--- src/rtl/fpu_lat_pipe.sv ---
// Elastic result pipeline for FPU operation groups: NUM_STAGES valid/ready register slices.
// Empty stages always accept, so bubbles collapse. NUM_STAGES=0 gives a wire-through.
module fpu_lat_pipe #(
    parameter int WIDTH      = 32,
    parameter int NUM_FLAGS  = 5,
    parameter int TAG_W      = 5,
    parameter int NUM_STAGES = 1,
    parameter int OCC_W      = (NUM_STAGES > 0) ? $clog2(NUM_STAGES + 1) : 1
) (
    input  logic                 clk_i,
    input  logic                 rst_ni,
    input  logic                 flush_i,
    input  logic                 in_valid_i,
    output logic                 in_ready_o,
    input  logic [WIDTH-1:0]     in_result_i,
    input  logic [NUM_FLAGS-1:0] in_flags_i,
    input  logic [TAG_W-1:0]     in_tag_i,
    output logic                 out_valid_o,
    input  logic                 out_ready_i,
    output logic [WIDTH-1:0]     out_result_o,
    output logic [NUM_FLAGS-1:0] out_flags_o,
    output logic [TAG_W-1:0]     out_tag_o,
    output logic                 busy_o,
    output logic [OCC_W-1:0]     occupancy_o
);

    generate
        if (NUM_STAGES == 0) begin : g_pass
            // Clock, reset and flush have nothing to act on without storage.
            logic unused_ok;
            assign unused_ok    = ^{clk_i, rst_ni, flush_i};

            assign in_ready_o   = out_ready_i;
            assign out_valid_o  = in_valid_i;
            assign out_result_o = in_result_i;
            assign out_flags_o  = in_flags_i;
            assign out_tag_o    = in_tag_i;
            assign busy_o       = in_valid_i;
            assign occupancy_o  = '0;
        end else begin : g_pipe
            typedef struct packed {
                logic [WIDTH-1:0]     result;
                logic [NUM_FLAGS-1:0] flags;
                logic [TAG_W-1:0]     tag;
            } payload_t;

            payload_t              in_payload;
            logic [NUM_STAGES-1:0] valid_q, valid_d;
            payload_t              data_q  [NUM_STAGES];
            payload_t              data_d  [NUM_STAGES];
            logic [NUM_STAGES-1:0] up_valid;
            payload_t              up_data [NUM_STAGES];
            logic [NUM_STAGES:0]   ready;
            logic [OCC_W-1:0]      occ_q, occ_d;

            assign in_payload = {in_result_i, in_flags_i, in_tag_i};

            // A stage can take new data if it is empty or its occupant moves on this cycle.
            always_comb begin
                logic [NUM_STAGES:0] rdy;
                rdy[NUM_STAGES] = out_ready_i;
                for (int k = NUM_STAGES - 1; k >= 0; k--) begin
                    rdy[k] = !valid_q[k] || rdy[k + 1];
                end
                ready = rdy;
            end

            always_comb begin
                up_valid[0] = in_valid_i;
                up_data[0]  = in_payload;
                for (int k = 1; k < NUM_STAGES; k++) begin
                    up_valid[k] = valid_q[k - 1];
                    up_data[k]  = data_q[k - 1];
                end
            end

            always_comb begin
                // NOTE: every output of this block gets a default first, so no path leaves it unassigned (no latch).
                valid_d = valid_q;
                data_d  = data_q;
                occ_d   = '0;
                for (int k = 0; k < NUM_STAGES; k++) begin
                    if (ready[k]) begin
                        valid_d[k] = up_valid[k];
                        if (up_valid[k]) begin
                            data_d[k] = up_data[k];
                        end
                    end
                end
                // Flush wins over every transfer; payload left as-is is harmless once invalid.
                if (flush_i) begin
                    valid_d = '0;
                end
                for (int k = 0; k < NUM_STAGES; k++) begin
                    occ_d = occ_d + OCC_W'(valid_d[k]);
                end
            end

            always_ff @(posedge clk_i or negedge rst_ni) begin
                if (!rst_ni) begin
                    valid_q <= '0;
                    occ_q   <= '0;
                    // NOTE: payload is reset too so out_* read zero after reset, not stale data.
                    for (int k = 0; k < NUM_STAGES; k++) begin
                        data_q[k] <= '0;
                    end
                end else begin
                    // NOTE: non-blocking so every stage samples its neighbour's pre-edge value.
                    valid_q <= valid_d;
                    occ_q   <= occ_d;
                    data_q  <= data_d;
                end
            end

            assign in_ready_o   = ready[0];
            assign out_valid_o  = valid_q[NUM_STAGES-1];
            assign out_result_o = data_q[NUM_STAGES-1].result;
            assign out_flags_o  = data_q[NUM_STAGES-1].flags;
            assign out_tag_o    = data_q[NUM_STAGES-1].tag;
            assign busy_o       = (|valid_q) || in_valid_i;
            assign occupancy_o  = occ_q;
        end
    endgenerate

endmodule

--- config.mk ---
export PLATFORM = sky130hd
export DESIGN_NAME = fpu_lat_pipe
export DESIGN_NICKNAME = d
export VERILOG_FILES = /design/src/rtl/fpu_lat_pipe.sv
export SDC_FILE = /design/constraint.sdc
export NUM_CORES = 1
export LEC_CHECK = 0
export CAP_MARGIN = 20
export CORE_MARGIN = 2
export CORE_UTILIZATION = 35
export DETAILED_ROUTE_END_ITERATION = 8
export PLACE_DENSITY = 0.86
export SETUP_SLACK_MARGIN = 0.05
export SLEW_MARGIN = 20
export SYNTH_ARGS = -nofsm -noshare
export SYNTH_HDL_FRONTEND = slang
export SYNTH_SLANG_ARGS = --single-unit
--- constraint.sdc ---
create_clock -name clk_i -period 1.1 [get_ports clk_i]
set_input_delay 0.22 -clock clk_i [delete_from_list [all_inputs] [get_ports clk_i]]
set_output_delay 0.22 -clock clk_i [all_outputs]
set_load 0.01 [all_outputs]
# Yosys cells after proc, flatten, opt, wreduce, memory -nomap -nowiden

Cells that the tools add are included.

Mux-type cells: 2
Reductions and logical operators: 5

Operators by type and width:

| operator           | count |
|---|---|
| $logic_or A1 B1 Y1 | 2 |
| $mux W1            | 2 |
| $reduce_and A2 Y1  | 1 |
| $reduce_bool A2 Y1 | 1 |
| $logic_not A1 Y1   | 1 |

Register bits: 43
Input bits: 47
Word-level logic and storage cells: 11

# Depth between registers and ports, before layout

Gate-level depths: netlist (run 1).

Word-level depth: 4
Gate-level depth with buffers: 4

# Worst setup path before layout (run 1)

OpenSTA, ideal clock, no wires.

Kind: reg2reg
Start point: register, netlist name occupancy_o
End point: register g_pipe.data_q, in the netlist out_flags_o[0]
Arrival time: 1116 ps
Setup slack: -141 ps
Cell stages (with the launch flop): 5
Buffers on the path: 1
Cell sequence: dfrtp_1 > nand2b_4 > nand2_4 > buf_6 > mux2_4

RTL lines:

| item                 | RTL line | text |
|---|---|---|
| end signal, assigned | 111      | `data_q <= data_d;` |
| end, declared        | 49       | `payload_t data_q [NUM_STAGES];` |

==> impl_metrics.csv, run 1 <==
group,metric,value,unit
outcome,outcome,"finished with violations",
outcome,violations,"setup timing",
cells_and_area,fin_nets,273,
global_route,grt_max_degree,33,
setup_path,cp_slowest_stage_delay,0.42,ns
yosys,synth_seq_cells,43,
sta,rsz0062_at_grt,"true",
sta,drv_slew,0,
die,die_h,75.6,microns
die,die_x,75.6,microns
setup_path,critical_path.top_delay_family,"flip-flops",
pwr,p_seq_share,45.1,%
route,drt_iter0_markers,38,
pwr,internal_power,3180,uW
global_route,grt_overflow_total,0,
cts,clock-root-buffer,"clkbuf_8",
cells_and_area,instances_no_fill,297,
cells_and_area,antenna_cells,0,
sta,finalCritPeriodShare,121,%
setup_path,rr_startpoint,"occupancy_o",
pwr,p_sw,1010,uW
yosys,synth_area,0.00179,sq mm
min_path,hold_path_class,"input pin to asynchronous set/reset pin",
die,ios,93,
pwr,p_per_area,1370,mW/mm^2
die,die_area,0.00571,sq mm
setup_path,cp_num_cells,5,
die,start_util,35.8,%
global_route,antenna_found_initial,0,
sta,slew_headroom,79.2,%
yosys,avgSynthCellArea,18.9,sq um
route,routed_wirelength,4140,microns
sta,timing_hold_violations_final,0,
cts,cts.clk_slew.worst_paths,0.08,ns
yosys,syn_nets,142,
setup_path,cp_cell_sequence,"buf_6 -> nand2b_4 -> nand2_8 -> buf_12 -> mux2_4",
yosys,ys_warn_count,0,
die,core,0.00501,sq mm
pwr,clkPwrFrac,25.6,%
pwr,p_leak,0.00152,uW
global_route,grt_pass1_wl,6160,microns
setup_path,critPathCaptureType,"register",
die,row_count,26,
placed_design,routabilityCongestion,0.682,
flow_run,max_cap_viol_count,0,
cells_and_area,multi_input_area,671,sq um
pwr,ir_drop,0.668,mV
cts,cts_buffer_depth,2,
route,vias_per_cell,4.16,
setup_path,cp-endpoint,"out_result_o[3]",
setup_path,worstSetupPathType,"register to register",
yosys,synthCells,95,
route,ant_nets,0,
sta,setup_viol,46,
pwr,p_comb_share,29.3,%
setup_path,r2r_slack,-0.23,ns
setup_path,critical_path_required,1.27,ns
setup_path,critical_path_arrival,1.50,ns
route,drc,0,
pwr,p_sw_share,24.2,%
setup_path,worst_path_max_delay_cell,"dfrtp_2",
setup_path,r2r-end,"out_result_o[3]",
setup_path,reg2regPathDepth,5,
cells_and_area,n_fill_cell,434,
cts,cts_max_level,2,
yosys,seq_area_frac_synth,60.1,%
cells_and_area,drive_above_1_share,59.9,%
setup_path,cp_max_fo,9,
yosys,synth_cell_type_count,10,
cts,numClockSinks,43,
placed_design,dp_hpwl,2920,microns
setup_path,crit_path_start_kind,"register",
cells_and_area,syn_to_final_growth,71.2,%
placed_design,io_buffer_count,92,
global_route,grtUsageTotal,14.9,%
route,first_pass_iters,4,
sta,fin_skew,0.00224,ns
setup_path,crit_start,"occupancy_o",
route,wl_per_cell,13.9,microns
global_route,grt_pass1_vias,1282,
cts,cts_buffers,5,
placed_design,pre_cts_slack,-0.642,ns
sta,fmax,749,MHz
cts,tritoncts,"yes",
sta,final.min_clock_period,1.33,ns
setup_path,critical_path_buf_inv_count,2,
sta,worst_slack,-0.234,ns
cells_and_area,ff_latch_area,0.00108,sq mm
cts,worst_skew_pair.late_latency,0.28,ns
route,vias,1236,
placed_design,placed_cells,261,
sta,worst_pin_slew,0.312,ns
[worst min-delay path by stage]
stage,from,end,slack (ns),depth (start not counted)
5_1_grt,rst_ni,out_result_o[20],0.39,2
3_5_place_dp,rst_ni,out_flags_o[3],0.13,1
3_3_place_gp,rst_ni,out_flags_o[3],0.12,1
6_report,rst_ni,out_result_o[20],0.35,2
2_1_floorplan,rst_ni,occupancy_o,-0.08,0
4_1_cts,rst_ni,out_flags_o[3],0.35,2
[power by group through the flow]
stage | registers [uW] | logic [uW] | clock network [uW]
4_1_cts | 1880 | 1140 | 1120
3_3_place_gp | 1910 | 1160 | 0
2_1_floorplan | 2000 | 391 | 0
3_5_place_dp | 1910 | 1180 | 0
6_report | 1890 | 1230 | 1070
5_1_grt | 1910 | 1320 | 1180
[metal layers]
layer | global-route usage [%] | up-vias | part of all wire [%]
met5 | 0 | - | 0
li1 | - | 588 | -
met2 | 23.0 | 56 | 48
met4 | 4.48 | 0 | 1.0
met3 | 5.56 | 5 | 7.4
met1 | 19.6 | 587 | 44
[through the flow]
stage          cell area, sq um  total power, uW  utilization, %  setup TNS (ns)  hold WS, ns
5_1_grt                    3070             4410            61.2          -12.02        0.387
3_3_place_gp               2850             3070            56.9          -19.72        0.123
6_report                   3070             4190            61.2           -9.85        0.355
2_1_floorplan              1790             2390               -           -3.68      -0.0756
4_1_cts                    2940             4140            58.8          -10.34        0.353
3_5_place_dp               2850             3090            56.9          -20.79        0.125
[cell families (layout without fill, tap and decap cells)]
family | Yosys count | after routing | synth area share, %
muxes | 42 | 42 | 34.8
DFF | 43 | 43 | 60.1
buffers and inverters | 6 | 138 | 3.14
and+or+nand+nor | 3 | 3 | 1.75
AOI/OAI and AO/OA | 1 | 1 | 0.279
[placed cells by master (no fill, tap or decap)]
master and count:
dlygate4sd3_1 1, buf_16 1, nand2_8 1, inv_1 1
a21oi_1 1, dlygate4sd2_1 1, mux2_2 2, mux2_4 40
dfrtp_1 42, or2_4 1, clkdlybuf4s50_1 44, nand2b_4 1
dfrtp_2 1, buf_4 27, clkbuf_1 1, clkbuf_8 7
buf_6 19, buf_2 33, buf_12 3
[layout make-up]
type                            instances  share of cell area (%)
Clock buffer                            8                    3.26
Inverter                                1                   0.122
Multi-Input combinational cell         46                    21.9
Sequential cell                        43                    35.1
Tap cell                               70                    2.85
Timing Repair Buffer                  129                    36.8
[Yosys cell counts]
cell type / count / area share (%)
nand2_4: 1 / 0.63
buf_4: 1 / 0.42
mux2_2: 2 / 1.3
or2_2: 1 / 0.35
dfrtp_1: 43 / 60
nand2b_4: 1 / 0.77
buf_6: 4 / 2.5
mux2_4: 40 / 34
inv_1: 1 / 0.21
a21oi_1: 1 / 0.28
[flip-flops by register name (all words and copies together), names as in the netlist]
signal	count
occupancy_o	1
out_tag_o	5
out_flags_o	5
out_result_o	32
[timing repair]
action	in CTS	in global routing
endpoints found under the hold margin	11	0
hold buffers	1	0
cloned	1	0
gates resized for setup	198	9
setup endpoints to repair	88	87
setup buffers	17	9
No activity file was read; power rests on OpenSTA's default activity.
==> run 2: changes to the inputs <==
CTS_BUF_LIST = sky130_fd_sc_hd__clkbuf_4 sky130_fd_sc_hd__clkbuf_8 sky130_fd_sc_hd__clkbuf_16   (was default)
==> run 2 against run 1 <==
The flow still finishes with violations (setup timing). Non-clock buffer count unchanged. Register-to-register slack barely moved. Final cell count unchanged. Worst setup slack about the same.
==> impl_metrics.csv, run 2 (synthesized netlist as in run 1, its figures left out) <==
group,metric,value,unit
global_route,grt_overflow_total,0,
placed_design,io_buffer_count,92,
sta,worst_pin_slew,0.312,ns
cells_and_area,drive_above_1_share,60.4,%
global_route,antenna_found_initial,0,
die,ios,93,
cts,cts_max_level,2,
pwr,p_leak,0.00152,uW
sta,timing_hold_violations_final,0,
route,vias_per_cell,4.16,
sta,fin_skew,0.00224,ns
global_route,grt_pass1_wl,6160,microns
setup_path,cp_max_fo,9,
die,core,0.00501,sq mm
cells_and_area,largest_reg_flops,32,
setup_path,r2r_slack,-0.23,ns
sta,rsz0062_at_grt,"true",
route,first_pass_iters,4,
setup_path,r2r-end,"out_result_o[3]",
outcome,violations,"setup timing",
sta,fmax,750,MHz
sta,drv_slew,0,
min_path,hold_path_class,"input pin to asynchronous set/reset pin",
cells_and_area,stdcell_area,0.00307,sq mm
sta,slew_headroom,79.2,%
route,routed_wirelength,4140,microns
cells_and_area,final_cell_mix,"clkdlybuf4s50_1, dfrtp_1, mux2_4",
cts,cts.clk_slew.worst_paths,0.08,ns
sta,final.min_clock_period,1.33,ns
global_route,grt_pass1_vias,1282,
cts,tritoncts,"yes",
setup_path,crit_path_start_kind,"register",
cts,worst_skew_pair.late_latency,0.28,ns
route,vias,1236,
global_route,grt_max_degree,33,
setup_path,critical_path_required,1.27,ns
sta,fin_hold_ws,0.355,ns
route,drt_iter0_markers,38,
outcome,outcome,"finished with violations",
pwr,p_per_area,1370,mW/mm^2
die,die_x,75.6,microns
cts,numClockSinks,43,
cts,cts_buffer_depth,2,
setup_path,critical_path_arrival,1.50,ns
cts,clock-root-buffer,"clkbuf_8",
placed_design,pre_cts_slack,-0.642,ns
sta,worst_slack,-0.234,ns
placed_design,dp_hpwl,2920,microns
setup_path,reg2regPathDepth,5,
sta,finalCritPeriodShare,121,%
pwr,total_power,4210,uW
die,die_h,75.6,microns
cells_and_area,syn_to_final_growth,71.4,%
die,row_count,26,
flow_run,max_cap_viol_count,0,
cells_and_area,antenna_cells,0,
placed_design,routabilityCongestion,0.682,
sta,setup_viol,46,
cells_and_area,fin_nets,273,
die,die_area,0.00571,sq mm
setup_path,worstSetupPathType,"register to register",
pwr,ir_drop,0.668,mV
route,wl_per_cell,13.9,microns
die,start_util,35.8,%
cts,cts_buffers,5,
setup_path,rr_startpoint,"occupancy_o",
route,ant_nets,0,
cells_and_area,final_common_cell,"clkdlybuf4s50_1",
route,drc,0,
placed_design,place_area,0.00285,sq mm
setup_path,critPathCaptureType,"register",
global_route,grtUsageTotal,14.9,%
run 2: power by group:
part           switching [uW]  internal [uW]
clock network             497            598
registers                 113           1780
logic                     403            827
total                    1010           3200
run 2: worst max-delay path: stages (launching register included):
cell	delay [ns]
dfrtp_2	0.42
buf_6	0.12
nand2b_4	0.10
nand2_8	0.10
buf_12	0.18
mux2_4	0.30
run 2: how the worst max path moves through the flow:
stage	from	endpoint	slack, ns	cells past startpoint
detailed placement	in_valid_i	busy_o	-0.64	3
global route	occupancy_o	out_result_o[3]	-0.28	5
CTS	occupancy_o	out_result_o[8]	-0.24	5
finish	occupancy_o	out_result_o[3]	-0.23	5
floorplan	occupancy_o	out_flags_o[0]	-0.09	4
global placement	in_valid_i	busy_o	-0.62	3
run 2: through the flow:
stage | utilization, % | instances | setup TNS, ns
6_report | 61.3 | 297 | -9.84
3_5_place_dp | 56.9 | 261 | -20.79
5_1_grt | 61.3 | 297 | -12.03
3_3_place_gp | 56.9 | 261 | -19.72
4_1_cts | 58.8 | 288 | -10.35
2_1_floorplan | - | 95 | -3.68
run 2: area by class of cell:
| class | instances | area, sq um |
|---|---|---|
| Clock buffer | 8 | 104 |
| Tap cell | 70 | 87.6 |
| Inverter | 1 | 3.75 |
| Sequential cell | 43 | 1080 |
| Multi-Input combinational cell | 46 | 671 |
| Fill cell | 432 | 1940 |
| Timing Repair Buffer | 129 | 1130 |
run 2: timing repair:
item / in CTS / in global routing
resized for setup: 198 / 9
buffers inserted: 17 / 9
endpoints found under the hold margin: 11 / 0
endpoints found under the setup margin: 88 / 87
hold buffers: 1 / 0
cloned: 1 / 0
pin swaps: 0 / 0
run 2: metal layers:
layer  wire (microns)  up-vias  track usage (%)
li1                 -      588                -
met3              307        5             5.56
met2             1990       56             23.0
met5                0        -                0
met4               42        0             4.48
met1             1810      587             19.6
==> run 3: changes to the inputs <==
REMOVE_ABC_BUFFERS = 1   (was default)
==> run 3 against run 2 <==
Maximum frequency increased by 0.38%. Count of clock-buffer cells in the layout decreased by 2. Via count increased by 4.2%. First-iteration DRC count decreased by 39%. Largest cell class unchanged. The run still ends with setup timing left.
==> impl_metrics.csv, run 3 (synthesized netlist as in run 1, its figures left out) <==
group,metric,value,unit
outcome,outcome,"finished with violations",
outcome,violations,"setup timing",
route,drc,0,
cells_and_area,fin_util,62.6,%
cts,clock-root-buffer,"clkbuf_8",
pwr,internal_power,3120,uW
cells_and_area,syn_to_final_growth,75.1,%
sta,worst_pin_slew,0.333,ns
setup_path,cp_slowest_stage_delay,0.42,ns
die,die_area,0.00571,sq mm
cts,tritoncts,"yes",
cts,worst_skew_pair.late_latency,0.28,ns
pwr,ir_drop,0.535,mV
route,first_pass_iters,4,
cts,cts.clk_slew.worst_paths,0.08,ns
sta,worst_slack,-0.229,ns
setup_path,worstSetupPathType,"register to register",
route,vias_per_cell,4.21,
setup_path,crit_path_start_kind,"register",
global_route,grt_pass1_vias,1214,
sta,drv_slew,0,
route,drt_iter0_markers,23,
cts,numClockSinks,43,
min_path,hold_path_class,"input pin to asynchronous set/reset pin",
die,die_x,75.6,microns
die,start_util,35.8,%
route,ant_nets,0,
placed_design,routabilityCongestion,0.695,
die,row_count,26,
pwr,clkPwrFrac,23.5,%
global_route,grt_max_degree,24,
pwr,p_comb_share,31.2,%
setup_path,critPathCaptureType,"register",
setup_path,critical_path_buf_inv_count,2,
die,core,0.00501,sq mm
pwr,p_sw,1040,uW
sta,slew_headroom,77.8,%
cells_and_area,stdcell_area,0.00314,sq mm
cells_and_area,drive_above_1_share,61.4,%
sta,finalCritPeriodShare,121,%
setup_path,worst_path_max_delay_cell,"dfrtp_1",
cells_and_area,antenna_cells,0,
sta,rsz0062_at_grt,"true",
sta,timing_hold_violations_final,0,
sta,fin_skew,0.00261,ns
setup_path,critical_path.top_delay_family,"flip-flops",
placed_design,dp_hpwl,2820,microns
sta,setup_viol,46,
cells_and_area,fin_nets,282,
cts,cts_buffers,5,
pwr,p_seq_share,45.3,%
global_route,antenna_found_initial,0,
pwr,p_per_area,1330,mW/mm^2
die,die_h,75.6,microns
placed_design,place_area,0.00289,sq mm
cells_and_area,final_common_cell,"clkdlybuf4s50_1",
cts,cts_buffer_depth,2,
cts,cts_max_level,2,
setup_path,critical_path_arrival,1.50,ns
pwr,p_sw_share,25.1,%
pwr,p_leak,0.00157,uW
global_route,grt_overflow_total,0,
global_route,grt_pass1_wl,5570,microns
setup_path,cp_max_fo,7,
cells_and_area,final_cell_mix,"clkdlybuf4s50_1, dfrtp_1, mux2_4",
sta,fmax,752,MHz
route,wl_per_cell,14.2,microns
route,routed_wirelength,4330,microns
placed_design,io_buffer_count,92,
sta,final.min_clock_period,1.33,ns
route,vias,1288,
flow_run,max_cap_viol_count,0,
cells_and_area,largest_reg_flops,32,
global_route,grtUsageTotal,13.1,%
setup_path,cp_cell_sequence,"buf_6 -> nand2b_4 -> nand2_8 -> clkbuf_16 -> mux2_4",
die,ios,93,
setup_path,critical_path_required,1.27,ns
run 3: power groups by stage:
| stage | Sequential, uW | Clock (uW) | Combinational, uW |
|---|---|---|---|
| final | 1880 | 978 | 1300 |
| after global routing | 1900 | 1080 | 1380 |
| after CTS | 1870 | 1030 | 1120 |
| after detailed placement | 1910 | 0 | 1210 |
| after global placement | 1910 | 0 | 1190 |
| after floorplan | 2000 | 0 | 369 |
run 3: per-layer routing:
metal | track usage (%) | wire (microns) | vias up | part of all wire (%)
met5 | 0 | 0 | - | 0
met4 | 4.09 | 25 | 0 | 0.58
met3 | 4.37 | 295 | 4 | 6.8
met2 | 22.3 | 2230 | 54 | 52
met1 | 15.9 | 1780 | 623 | 41
li1 | - | - | 607 | -
run 3: what timing repair did:
item | in CTS | in global routing
hold buffers | 1 | 0
cloned | 0 | 5
buffers inserted | 14 | 13
endpoints found under the hold margin | 10 | 0
pin swaps | 0 | 2
resized for setup | 179 | 16
endpoints found under the setup margin | 88 | 86
run 3: worst reg2reg max path: cells and delay by family, from the launching register on:
family,cells,cell delay (ns)
simple gates,2,0.19
mux,1,0.29
flops,1,0.42
buf+inv,2,0.32
run 3: final timing paths:
check                                  from                to  slack (ns)  cells after the start
min reg2reg                out_result_o[22]  out_result_o[22]        0.51                      1
max                             occupancy_o  out_result_o[17]       -0.23                      5
min                                  rst_ni   out_result_o[0]        0.36                      2
min in group clk_i                  flush_i       occupancy_o        0.47                      2
max in group asynchronous            rst_ni   out_result_o[5]        0.34                      3
max reg2reg                     occupancy_o  out_result_o[17]       -0.23                      5
run 3: metrics by stage:
| stage | hold slack [ns] | setup TNS, ns | std cells | total power (uW) | worst slack (ns) |
|---|---|---|---|---|---|
| 6_report | 0.365 | -9.39 | 306 | 4160 | -0.229 |
| 3_3_place_gp | 0.140 | -18.31 | 265 | 3100 | -0.517 |
| 2_1_floorplan | -0.0756 | -18.97 | 90 | 2370 | -0.500 |
| 5_1_grt | 0.394 | -11.31 | 306 | 4360 | -0.269 |
| 4_1_cts | 0.357 | -9.96 | 288 | 4020 | -0.249 |
| 3_5_place_dp | 0.137 | -19.23 | 265 | 3120 | -0.556 |
run 3: layout make-up:
type | count | area, sq um
Clock inverter | 2 | 12.5
Sequential cell | 43 | 1080
Fill cell | 420 | 1870
Tap cell | 70 | 87.6
Multi-Input combinational cell | 46 | 671
Clock buffer | 6 | 76.3
Timing Repair Buffer | 138 | 1210
Inverter | 1 | 3.75
